===== src/rtl/qs_pkg.sv =====
// qs_pkg: shared bank types, sizing and transition rules for the quicksort bank scheduler
package qs_pkg;
  localparam int BANK_N = 2;
  localparam int N = 64;
  localparam int BANK_ID_W = (BANK_N > 1) ? $clog2(BANK_N) : 1;
  localparam int N_W = $clog2(N + 1);
  typedef logic [BANK_ID_W-1:0] bank_id_t;
  typedef enum logic [2:0] {
    BANK_IDLE, BANK_LOADING, BANK_READY, BANK_SORTING, BANK_SORTED, BANK_UNLOADING
  } bank_status_t;
  typedef struct packed {
    logic err;
    logic [N_W-1:0] n;
    bank_status_t status;
  } bank_state_t;
  function automatic bank_id_t bank_id_inc(input bank_id_t i);
    return (BANK_N == 1) ? '0 : bank_id_t'(i + 1'b1);
  endfunction
  function automatic logic bank_trans_ok(input bank_status_t cur, input bank_status_t nxt);
    return (cur == BANK_IDLE && nxt == BANK_LOADING) ||
           (cur == BANK_LOADING && (nxt == BANK_LOADING || nxt == BANK_READY)) ||
           (cur == BANK_READY && nxt == BANK_SORTING) ||
           (cur == BANK_SORTING && nxt == BANK_SORTED) ||
           (cur == BANK_SORTED && nxt == BANK_UNLOADING) ||
           (cur == BANK_UNLOADING && (nxt == BANK_UNLOADING || nxt == BANK_IDLE));
  endfunction
endpackage


===== src/rtl/qs_bnk_sched_srt.sv =====
// qs_bnk_sched_srt: sorter offer FSM and sort pointer; ports: clk, rst, bnk_status (status of bank at idx_r), start_rdy, done_vld, start_vld_r, busy, take, idx_r
module qs_bnk_sched_srt
  import qs_pkg::*;
(
  input  logic         clk,
  input  logic         rst,
  input  bank_status_t bnk_status,
  input  logic         start_rdy,
  input  logic         done_vld,
  output logic         start_vld_r,
  output logic         busy,
  output logic         take,
  output bank_id_t     idx_r
);
  typedef enum logic [1:0] {S_IDLE, S_OFFER, S_BUSY} srt_state_t;
  srt_state_t state, state_nxt;
  always_ff @(posedge clk) begin
    if (rst) begin
      state <= S_IDLE;
      idx_r <= '0;
    end else begin
      state <= state_nxt;
      if (busy && done_vld) idx_r <= bank_id_inc(idx_r);
    end
  end
  // Leaving S_BUSY always lands in S_IDLE, so a new offer waits at least one cycle.
  always_comb begin
    start_vld_r = state == S_OFFER;
    busy = state == S_BUSY;
    take = start_vld_r && start_rdy;
    state_nxt = (state == S_IDLE && bnk_status == BANK_READY) ? S_OFFER :
                take ? S_BUSY :
                (busy && done_vld) ? S_IDLE : state;
  end
endmodule


===== src/rtl/qs_bnk_sched.sv =====
// qs_bnk_sched: bank status table and round-robin enq/sort/deq scheduler
// Ports: clk, rst; enq_* (enqueue bank view and update), srt_* (sorter offer/done), deq_* (dequeue bank view and update), err_r (sticky error)
// Optional checker: define QS_BNK_SCHED_CHECK_EN to drop illegal updates and flag them in err_r.
module qs_bnk_sched
  import qs_pkg::*;
(
  input  logic        clk,
  input  logic        rst,
  output bank_id_t    enq_bnk_idx_r,
  output bank_state_t enq_bnk_r,
  input  logic        enq_upd_vld,
  input  bank_state_t enq_upd,
  output logic        srt_start_vld_r,
  input  logic        srt_start_rdy,
  output bank_id_t    srt_bnk_idx_r,
  output bank_state_t srt_bnk_r,
  input  logic        srt_done_vld,
  input  logic        srt_done_err,
  output bank_id_t    deq_bnk_idx_r,
  output bank_state_t deq_bnk_r,
  input  logic        deq_upd_vld,
  input  bank_state_t deq_upd,
  output logic        err_r
);
  bank_state_t tbl [BANK_N];
  bank_state_t srt_nxt;
  logic srt_busy, srt_take, srt_done, srt_w, srt_lose;
  logic enq_ok, enq_v, enq_lose, enq_w, deq_ok, deq_w;
  assign enq_bnk_r = tbl[enq_bnk_idx_r];
  assign srt_bnk_r = tbl[srt_bnk_idx_r];
  assign deq_bnk_r = tbl[deq_bnk_idx_r];
  qs_bnk_sched_srt u_srt (
    .clk        (clk),
    .rst        (rst),
    .bnk_status (srt_bnk_r.status),
    .start_rdy  (srt_start_rdy),
    .done_vld   (srt_done_vld),
    .start_vld_r(srt_start_vld_r),
    .busy       (srt_busy),
    .take       (srt_take),
    .idx_r      (srt_bnk_idx_r)
  );
  always_comb begin
    srt_done = srt_done_vld && srt_busy;
    srt_w = srt_take || srt_done;
    srt_nxt = srt_bnk_r;
    srt_nxt.status = srt_take ? BANK_SORTING : BANK_SORTED;
    srt_nxt.err = srt_bnk_r.err | (srt_done & srt_done_err);
`ifdef QS_BNK_SCHED_CHECK_EN
    enq_ok = bank_trans_ok(enq_bnk_r.status, enq_upd.status) &&
             (enq_upd.status inside {BANK_LOADING, BANK_READY});
    deq_ok = bank_trans_ok(deq_bnk_r.status, deq_upd.status) &&
             (deq_upd.status inside {BANK_UNLOADING, BANK_IDLE});
`else
    enq_ok = 1'b1;
    deq_ok = 1'b1;
`endif
    deq_w = deq_upd_vld && deq_ok;
    // Same-bank collisions resolve deq > srt > enq.
    srt_lose = srt_w && deq_w && srt_bnk_idx_r == deq_bnk_idx_r;
    enq_v = enq_upd_vld && enq_ok;
    enq_lose = enq_v && ((deq_w && enq_bnk_idx_r == deq_bnk_idx_r) ||
                         (srt_w && enq_bnk_idx_r == srt_bnk_idx_r));
    enq_w = enq_v && !enq_lose;
  end
  always_ff @(posedge clk) begin
    if (rst) begin
      for (int i = 0; i < BANK_N; i++) tbl[i] <= '0;
      enq_bnk_idx_r <= '0;
      deq_bnk_idx_r <= '0;
    end else begin
      if (enq_w) tbl[enq_bnk_idx_r] <= enq_upd;
      if (srt_w && !srt_lose) tbl[srt_bnk_idx_r] <= srt_nxt;
      if (deq_w) tbl[deq_bnk_idx_r] <= deq_upd;
      if (enq_w && enq_upd.status == BANK_READY) enq_bnk_idx_r <= bank_id_inc(enq_bnk_idx_r);
      if (deq_w && deq_upd.status == BANK_IDLE) deq_bnk_idx_r <= bank_id_inc(deq_bnk_idx_r);
    end
  end
`ifdef QS_BNK_SCHED_CHECK_EN
  always_ff @(posedge clk) begin
    if (rst) err_r <= 1'b0;
    else err_r <= err_r | (enq_upd_vld & ~enq_ok) | (deq_upd_vld & ~deq_ok) |
                  srt_lose | enq_lose | (srt_done_vld & ~srt_busy);
  end
`else
  assign err_r = 1'b0;
`endif
endmodule


===== config.mk =====
export PLATFORM = sky130hd
export DESIGN_NAME = qs_bnk_sched
export DESIGN_NICKNAME = d
export VERILOG_FILES = /design/src/rtl/qs_pkg.sv /design/src/rtl/qs_bnk_sched_srt.sv /design/src/rtl/qs_bnk_sched.sv
export SDC_FILE = /design/constraint.sdc
export NUM_CORES = 1
export LEC_CHECK = 0
export ABC_CLOCK_PERIOD_IN_PS = 1500
export BUFFER_PORTS_ARGS = -buffer_cell sky130_fd_sc_hd__clkbuf_2
export CELL_PAD_IN_SITES_DETAIL_PLACEMENT = 0
export CELL_PAD_IN_SITES_GLOBAL_PLACEMENT = 1
export CORE_MARGIN = 2
export CORE_UTILIZATION = 35
export DETAILED_ROUTE_END_ITERATION = 10
export PLACE_DENSITY = 0.8
export SYNTH_ARGS = -nofsm -noshare
export SYNTH_HDL_FRONTEND = slang
export SYNTH_SLANG_ARGS = --single-unit

===== constraint.sdc =====
create_clock -name clk -period 1.5 [get_ports clk]
set_input_delay 0.15 -clock clk [delete_from_list [all_inputs] [get_ports clk]]
set_output_delay 0.15 -clock clk [all_outputs]
set_load 0.01 [all_outputs]

==> results of run 1 <==
cells by family after synthesis:
family          share of synthesized area (%)
other cells                             0.193
xor+xnor                                0.451
buf+inv                                  3.80
simple gates                             11.5
compound gates                           22.6
flops                                    42.3
mux                                      19.1
per-stage QoR:
step	setup slack, ns	cells	TNS, ns
after global placement	-0.184	324	-4.31
after detailed placement	-0.255	324	-5.66
final	-0.0344	339	-0.173
after global routing	-0.0883	339	-1.06
after floorplan	0.00568	165	0
after CTS	-0.0282	338	-0.155
flip-flops by register name, indices dropped and copies added (netlist names), named ones only:
| register | cells |
|---|---|
| tbl | 22 |
| u_srt.state | 2 |
| deq_bnk_idx_r | 1 |
| enq_bnk_idx_r | 1 |
| u_srt.idx_r | 1 |
worst reg2reg max path, cell delays in order (launching register included):
cell,delay (ns)
dfxtp_4,0.37
nand3b_4,0.20
a2111oi_4,0.39
buf_6,0.20
a22o_1,0.14
a21o_1,0.10
power by group through the flow:
stage                     logic, mW  clock network, mW  registers (mW)
after floorplan               0.320                  0           0.999
after global placement        0.573                  0            1.01
after detailed placement      0.574                  0            1.02
after CTS                     0.613              0.634            1.00
after global routing          0.741              0.658            1.01
final                         0.695              0.619            1.00
worst max path at each step:
| stage | end |
|---|---|
| 6_report | tbl[0][8] |
| 5_1_grt | tbl[0][8] |
| 4_1_cts | tbl[0][0] |
| 3_5_place_dp | tbl[1][2] |
| 3_3_place_gp | tbl[1][3] |
| 2_1_floorplan | tbl[0][4] |
cells in the final DEF (no fill, tap or decap), drive strengths merged:
cell / n
a221o: 4
o31ai: 2
nor4: 1
nand4bb: 2
o211a: 1
a2111oi: 1
o21bai: 1
o2bb2ai: 2
nor3: 1
nor4b: 2
a21o: 17
nand4b: 2
dfxtp: 8
nand3b: 2
a211oi: 1
a22o: 16
mux2: 33
nand2: 5
buf: 46
o21ai: 1
edfxtp: 22
conb: 1
nor3b: 1
a22oi: 2
nand4: 2
nor2b: 2
nand2b: 4
xnor2: 1
clkbuf: 65
inv: 4
a21oi: 4
nor2: 7
clkinv: 2
nand3: 2
layer usage:
layer  wire [um]  track usage [%]  vias to the layer above
met4         128             8.95                        0
met5           0                0                        -
met1        2520             21.6                      863
li1            -                -                      849
met3         272             3.79                       11
met2        2690             30.3                       54
repair_timing:
| item | in CTS | in global routing |
|---|---|---|
| gates resized for setup | 21 | 37 |
| gates cloned | 0 | 1 |
| pin swaps | 5 | 1 |
| endpoints found under the setup margin | 43 | 43 |
| setup buffers | 6 | 0 |
| endpoints found under the hold margin | 0 | 0 |
area by class of cell:
class | count | area (sq um)
Clock buffer | 6 | 72.6
Clock inverter | 2 | 8.76
Fill cell | 498 | 2510
Inverter | 4 | 15.0
Multi-Input combinational cell | 120 | 1170
Sequential cell | 30 | 837
Tap cell | 72 | 90.1
Timing Repair Buffer | 105 | 733
==> out/qor.txt, run 1 <==
count leader, synth - mux2_2
share of post-route cells with drive strength above 1 - 61.4%
combinational share of power - 30.0%
Die H - 78.5 um
RSZ-0062 raised after global routing - yes
slowest CP cell - a2111oi_4
Root Buffer - clkbuf_8
max-slew violations - 0
Clk pwr share - 26.7%
r2r setup slk - -0.03 ns
Flop pwr share - 43.3%
PwrDens - 790 nW/um^2
fin crit share - 102%
Total Power - 2.32 mW
Reg clk slew, reported paths - 0.07 ns
Seq/Total Area, Yosys - 42.3%
initial core utilization - 35.7%
Hold Path Class - in -> reg
HPWL Detailed - 3.97 mm
Gate Count Post-Synth - 165
post-layout min period - 1.53 ns
CTS buffer count - 5
critical path data arrival time - 1.68 ns
crit path launch type - flop
fmax - 652 MHz
most common flop cell mapped by yosys - edfxtp_1
antenna cell count - 0
worst hold path stage count - 2
htree depth - 2
Crit path required time - 1.65 ns
post-route antenna net violation count - 0
CTS tree - done
area share of the largest cell type after synthesis - 34.0%
worst path bufs/invs - 1
most frequent cells after synthesis - mux2_2 (31), edfxtp_1 (22), a21o_1 (17)
1st-iter DRT viols - 69
worst relative slew slack - 61.8%
worst r2r src - u_srt.state[0]
Hold WS - 0.153 ns
chip width - 78.5 um
Syn Nets - 194
IO Port Bufs - 65
status - complete, but fails checks
clk buf depth - 2
Cell Rows - 27
# DRC - 0
grt total ovfl - 0
GRT Total Usage - 17.9%
top fanout value on the critical path - 9
YS warnings - 0
final setup margin - -0.0344 ns
Core Area - 5440 sq um
post-synthesis async set-or-reset flop share - 0%
largest net degree at the start of global routing - 12
top post-synthesis cells by area - edfxtp_1 (34%), mux2_2 (18%), dfxtp_1 (8.3%)
hold path startpoint - enq_upd[9]
Psw - 0.657 mW
First-pass DRT Iterations - 4
Clock Latency Late Sink - 0.28 ns
initial antenna violation count - 0
first-pass GRT wire length - 8.51 mm
Top delay family on crit path - compound AO/OA/AOI/OAI gates
fin nets - 295
vias in the first global route - 1769
hold endpoint - tbl[1][9]
number of clock sinks - 30
sw frac - 28.4%
Area after DPL - 2560 sq um
fin util - 53.9%
critical path class - reg -> reg
die area - 6160 sq um
cell area after layout - 2930 sq um
Worst path depth - 5
Synth area leader - edfxtp_1
FF-to-FF End - tbl[0][8]
Worst Max-Slew Pin Slew - 0.572 ns
internal power - 1.66 mW
worst reg-to-reg path cell count - 5
failing checks - setup timing
number of synthesized flops with an enable pin - 22
CP startpoint - u_srt.state[0]
#FFs+latches synth - 30
Top-Level Pins - 67
Syn Area/Cell - 11.8 sq um
# setup viols final - 13
critical-path cell list - nand3b_4 -> a2111oi_4 -> buf_6 -> a22o_1 -> a21o_1
crit end category - flop
total detailed-routing wirelength - 5.61 mm
CTS Hold Bufs - 0
Routability Congestion - 0.837
Vias/cell - 5.24
Max stage delay on crit path - 0.39 ns
routed length per instance - 16.6 um
Max VDD drop - 0.446 mV
via count - 1777
Fin. Hold Viols - 0
P_leak - 1.44 nW
Synth Cell Area - 1940 sq um
clock skew - 0.00831 ns
Synth-to-Final Area Change - 51.1%
Max-Cap Viols - 0
Yosys cell types - 37
(Power assumes the default switching activity.)
==> run 2, diff against run 1 <==
- ABC_CLOCK_PERIOD_IN_PS: 1500 -> 1600
- CORE_UTILIZATION: 35 -> 38
- PLACE_DENSITY: 0.8 -> 0.83
- clock period: 1.5 -> 1.6 ns (I/O delays scaled with it)
==> out/qor.txt, run 2 (synthesized netlist as in run 1, its figures left out) <==
status - completed
CTS buffer count - 5 (unchanged)
chip width - 75.5 um (-3.8%)
Cell Rows - 26 (-3.7%)
commonest non-fill, non-tap cell in the layout - clkbuf_2
Clock Latency Late Sink - 0.29 ns (about the same)
Regs by FF count - tbl: 22 flops, u_srt.state: 2 flops
slowest CP cell - dfxtp_4
P_leak - 1.30 nW (-9.4%)
Total Power - 2.06 mW (-11%)
Flop pwr share - 45.6% (+2.3 points)
fin util - 52.8% (-1.1 points)
share of post-route cells with drive strength above 1 - 56.6% (-4.8 points)
critical-path cell list - nand4bb_4 -> nand4_1 -> nor2_2 -> buf_6 -> a221o_1
initial core utilization - 38.7% (+3.1 points)
1st-iter DRT viols - 142 (+110%)
combinational share of power - 25.7% (-4.3 points)
fin nets - 279 (-5.4%)
GRT Total Usage - 18.4% (+0.48 points)
PwrDens - 777 nW/um^2 (-1.6%)
CTS Hold Bufs - 0 (unchanged)
# fillers - 483 (-3.0%)
total detailed-routing wirelength - 5.20 mm (-7.3%)
commonest cells after routing, fill and taps aside - clkbuf_2 (65), mux2_2 (31), edfxtp_1 (22), buf_4 (21), a21o_1 (17)
IO Port Bufs - 65 (unchanged)
Fin. Hold Viols - 0 (unchanged)
First-pass DRT Iterations - 4 (unchanged)
fin crit share - 96.5% (-5.8 points)
critical path data arrival time - 1.58 ns (-0.10 ns)
Reg with most FFs - tbl
grt total ovfl - 0 (unchanged)
Clk pwr share - 28.7% (+2.0 points)
RSZ-0062 raised after global routing - yes
Die H - 75.5 um (-3.8%)
Hold Path Class - in -> reg
die area - 5690 sq um (-7.5%)
sw frac - 29.1% (+0.71 points)
htree depth - 2 (unchanged)
Non-Filler Instances - 321 (-5.3%)
clk buf depth - 2 (unchanged)
routed length per instance - 16.2 um (-2.1%)
Max stage delay on crit path - 0.37 ns (-0.02 ns)
Core Area - 5010 sq um (-7.9%)
# setup viols final - 0 (-13)
Top delay family on crit path - simple AND/OR/NAND/NOR gates
initial antenna violation count - 0 (unchanged)
Max-Cap Viols - 0 (unchanged)
Top-Level Pins - 67 (unchanged)
placed insts - 311 (-4.0%)
Routability Congestion - 0.827 (-1.2%)
crit path launch type - flop
fmax - 648 MHz (-0.60%)
crit end category - flop
Psw - 0.598 mW (-9.0%)
Synth-to-Final Area Change - 36.4%
HPWL Detailed - 3.99 mm (+0.40%)
top fanout value on the critical path - 9 (unchanged)
largest net degree at the start of global routing - 12 (unchanged)
Worst Max-Slew Pin Slew - 0.532 ns (-0.0403 ns)
Vias/cell - 5.33 (+1.7%)
number of clock sinks - 30 (unchanged)
post-route antenna net violation count - 0 (unchanged)
CTS tree - done
clock skew - 0.00606 ns (-0.00225 ns)
internal power - 1.46 mW (-12%)
Crit path required time - 1.63 ns (-0.02 ns)
post-layout min period - 1.54 ns (+0.00930 ns)
first-pass GRT wire length - 7.76 mm (-8.8%)
Largest register FFs - 22 (unchanged)
worst relative slew slack - 64.5% (+2.7 points)
Max VDD drop - 0.306 mV (-31%)
vias in the first global route - 1568 (-11%)
# DRC - 0 (unchanged)
Reg clk slew, reported paths - 0.06 ns (about the same)
worst path bufs/invs - 1 (unchanged)
Root Buffer - clkbuf_8
max-slew violations - 0 (unchanged)
critical path class - reg -> reg
via count - 1711 (-3.7%)
antenna cell count - 0 (unchanged)
[run 2: cell types whose count changed in the layout (fill, tap and decap cells not counted), moves of 2 or more]
cell / delta
a22oi_2: -2
mux2_4: -11
buf_4: -8
mux2_2: +9
clkbuf_2: +7
buf_6: -14
mux2_1: +2
a22oi_1: +2
[run 2: routing by layer]
metal | wire, um | part of all wire, % | GRT usage (%) | up-vias
met4 | 88 | 1.7 | 6.04 | 0
met1 | 2250 | 43 | 24.2 | 824
li1 | - | - | - | 821
met3 | 266 | 5.1 | 3.31 | 10
met2 | 2590 | 50 | 30.7 | 56
met5 | 0 | 0 | 0 | -
[run 2: layout make-up]
| class | instances | area, sq um | area share [%] |
|---|---|---|---|
| inverter | 4 | 15.0 | 0.567 |
| timing repair buffer | 89 | 526 | 19.9 |
| clock buffer | 6 | 72.6 | 2.74 |
| clock inverter | 2 | 8.76 | 0.331 |
| multi-input combinational | 120 | 1100 | 41.7 |
| tap | 70 | 87.6 | 3.31 |
| sequential | 30 | 833 | 31.5 |
[run 2: worst paths after layout]
check,slack [ns],cells after the start,start,to
max,0.06,5,u_srt.idx_r,tbl[0][0]
min,0.14,2,rst,u_srt.idx_r
max reg2reg,0.06,5,u_srt.idx_r,tbl[0][0]
min reg2reg,0.55,2,u_srt.idx_r,u_srt.idx_r
[run 2: power groups by stage]
stage | Clock, mW | Sequential [mW] | Combinational, mW
after global routing | 0.624 | 0.946 | 0.573
after global placement | 0 | 0.948 | 0.505
final | 0.590 | 0.938 | 0.528
after CTS | 0.592 | 0.939 | 0.514
after floorplan | 0 | 0.936 | 0.294
after detailed placement | 0 | 0.954 | 0.506
[run 2: metrics by stage]
stage          cell area [sq um]  hold WS, ns  setup TNS (ns)  setup slack, ns
6_report                    2650        0.140               0           0.0563
5_1_grt                     2650        0.149         -0.0558          -0.0159
4_1_cts                     2580        0.143               0           0.0255
3_5_place_dp                2470        0.452           -1.79           -0.112
3_3_place_gp                2470        0.445           -1.32          -0.0751
2_1_floorplan               1940        0.342               0           0.0298
[run 2: repair_timing]
action,CTS,global route
setup endpoints to repair,33,23
gates cloned,0,0
pin swaps,2,3
gates resized for setup,6,12
buffers inserted,1,1
==> run 3, diff against run 2 <==
- PLACE_DENSITY: 0.83 -> not set
- PLACE_DENSITY_LB_ADDON: not set -> 0.1
==> out/qor.txt, run 3 (synthesized netlist as in run 1, its figures left out) <==
htree depth - 2 (unchanged)
largest net degree at the start of global routing - 13 (+1)
status - completed
IO Port Bufs - 65 (unchanged)
First-pass DRT Iterations - 4 (unchanged)
CTS buffer count - 5 (unchanged)
worst path bufs/invs - 1 (unchanged)
clock skew - 0.0108 ns (+0.00474 ns)
post-route antenna net violation count - 0 (unchanged)
# DRC - 0 (unchanged)
die area - 5690 sq um (unchanged)
fin nets - 278 (-0.36%)
number of clock sinks - 30 (unchanged)
critical-path cell list - nand3b_4 -> a2111oi_4 -> buf_4 -> a22o_1 -> a21o_1
PwrDens - 784 nW/um^2 (+0.86%)
hold path startpoint - enq_upd[4]
via count - 1706 (-0.29%)
Max-Cap Viols - 0 (unchanged)
crit end category - flop
Non-Filler Instances - 319 (-0.62%)
CP startpoint - u_srt.state[1]
Reg clk slew, reported paths - 0.07 ns (about the same)
max-slew violations - 0 (unchanged)
Clock Latency Late Sink - 0.29 ns (about the same)
initial core utilization - 38.7% (unchanged)
# setup viols final - 0 (unchanged)
GRT Total Usage - 19.7% (+1.3 points)
Root Buffer - clkbuf_8
total detailed-routing wirelength - 5.41 mm (+4.0%)
fin util - 52.0% (-0.85 points)
routed length per instance - 17.0 um (+4.6%)
post-layout min period - 1.57 ns (+0.0243 ns)
Largest register FFs - 22 (unchanged)
first-pass GRT wire length - 8.13 mm (+4.7%)
worst relative slew slack - 62.2% (-2.3 points)
FF/Latch Area - 830 sq um (-0.45%)
HPWL Detailed - 4.16 mm (+4.3%)
placed insts - 311 (unchanged)
grt total ovfl - 0 (unchanged)
chip width - 75.5 um (unchanged)
Regs by FF count - tbl: 22 flops, u_srt.state: 2 flops
Core Area - 5010 sq um (unchanged)
initial antenna violation count - 0 (unchanged)
fin crit share - 98.0% (+1.5 points)
Place WS - -0.142 ns (-0.0301 ns)
Fin. Hold Viols - 0 (unchanged)
antenna cell count - 0 (unchanged)
RSZ-0062 raised after global routing - yes
CTS tree - done
commonest non-fill, non-tap cell in the layout - clkbuf_2
Vias/cell - 5.35 (+0.33%)
slowest CP cell - a2111oi_4
Hold Path Class - in -> reg
critical path class - reg -> reg
1st-iter DRT viols - 85 (-40%)
final setup margin - 0.0320 ns (-0.0243 ns)
crit path launch type - flop
Worst Max-Slew Pin Slew - 0.566 ns (+0.0341 ns)
Die H - 75.5 um (unchanged)
# fillers - 503 (+4.1%)
Cell Rows - 26 (unchanged)
Synth-to-Final Area Change - 34.2%
top fanout value on the critical path - 7 (-2)
Reg with most FFs - tbl
clk buf depth - 2 (unchanged)
worst r2r src - u_srt.state[1]
P_leak - 1.29 nW (-1.3%)
critical path data arrival time - 1.72 ns (+0.14 ns)
commonest cells after routing, fill and taps aside - clkbuf_2 (65), mux2_2 (31), edfxtp_1 (22), buf_4 (21), a21o_1 (17)
Max stage delay on crit path - 0.45 ns (+0.08 ns)
fmax - 638 MHz (-1.5%)
Max VDD drop - 0.441 mV (+44%)
Multi-input gate area - 1070 sq um (-3.1%)
Top-Level Pins - 67 (unchanged)
Routability Congestion - 0.860 (+4.0%)
share of post-route cells with drive strength above 1 - 55.4% (-1.2 points)
Crit path required time - 1.76 ns (+0.13 ns)
Top delay family on crit path - compound AO/OA/AOI/OAI gates
Total Power - 2.04 mW (-0.76%)
vias in the first global route - 1637 (+4.4%)
## run 3: cell types whose count changed in the layout (fill, tap and decap cells not counted), sizes merged
cell / previous run / this run
buf: 24 / 23
clkbuf: 71 / 70
## run 3: path summary, 6_finish.rpt
path               endpoint  slack (ns)  cells after the start
setup / recovery  tbl[0][7]        0.03                      5
hold / removal    tbl[0][4]        0.15                      2
setup reg to reg  tbl[0][7]        0.03                      5
hold reg to reg        flop        0.53                      2
## run 3: worst register-to-register path, stage by stage, from the launching register on
cell and delay (ns):
dfxtp_4 0.37, nand3b_4 0.20, a2111oi_4 0.45, buf_4 0.21
a22o_1 0.12, a21o_1 0.08
## run 3: cell type report
class	count	share of cell area (%)
multi-input cells	120	41.1
flip-flops and latches	30	31.9
repair buffers	88	20.1
well taps	70	3.36
clock buffers	5	2.64
inverters	4	0.577
clock inverters	2	0.384
## run 3: metal layers
metal	track usage (%)	up-vias	routed length, um
met5	0	-	0
met4	7.60	0	95
met2	34.3	57	2790
met3	3.97	11	251
li1	-	814	-
met1	24.0	824	2270
## run 3: repair_timing
item,4_1_cts,5_1_grt
gates resized for setup,4,6
setup buffers,0,1
endpoints found under the setup margin,32,33
gates cloned,0,0
pin swaps,1,2
hold buffers,0,0
## run 3: metrics by stage
step                hold WS [ns]  setup TNS (ns)  instance area, sq um
floorplan                  0.342               0                  1940
global placement           0.440          -0.971                  2480
detailed placement         0.442           -1.93                  2480
CTS                        0.148               0                  2580
global route               0.163          -0.311                  2600
finish                     0.149               0                  2600
## run 3: where the power goes
part           total [mW]  switching (mW)  leakage [nW]  internal (mW)
registers           0.939          0.0437         0.306          0.896
logic               0.513           0.254         0.937          0.259
clock network       0.588           0.297        0.0438          0.291
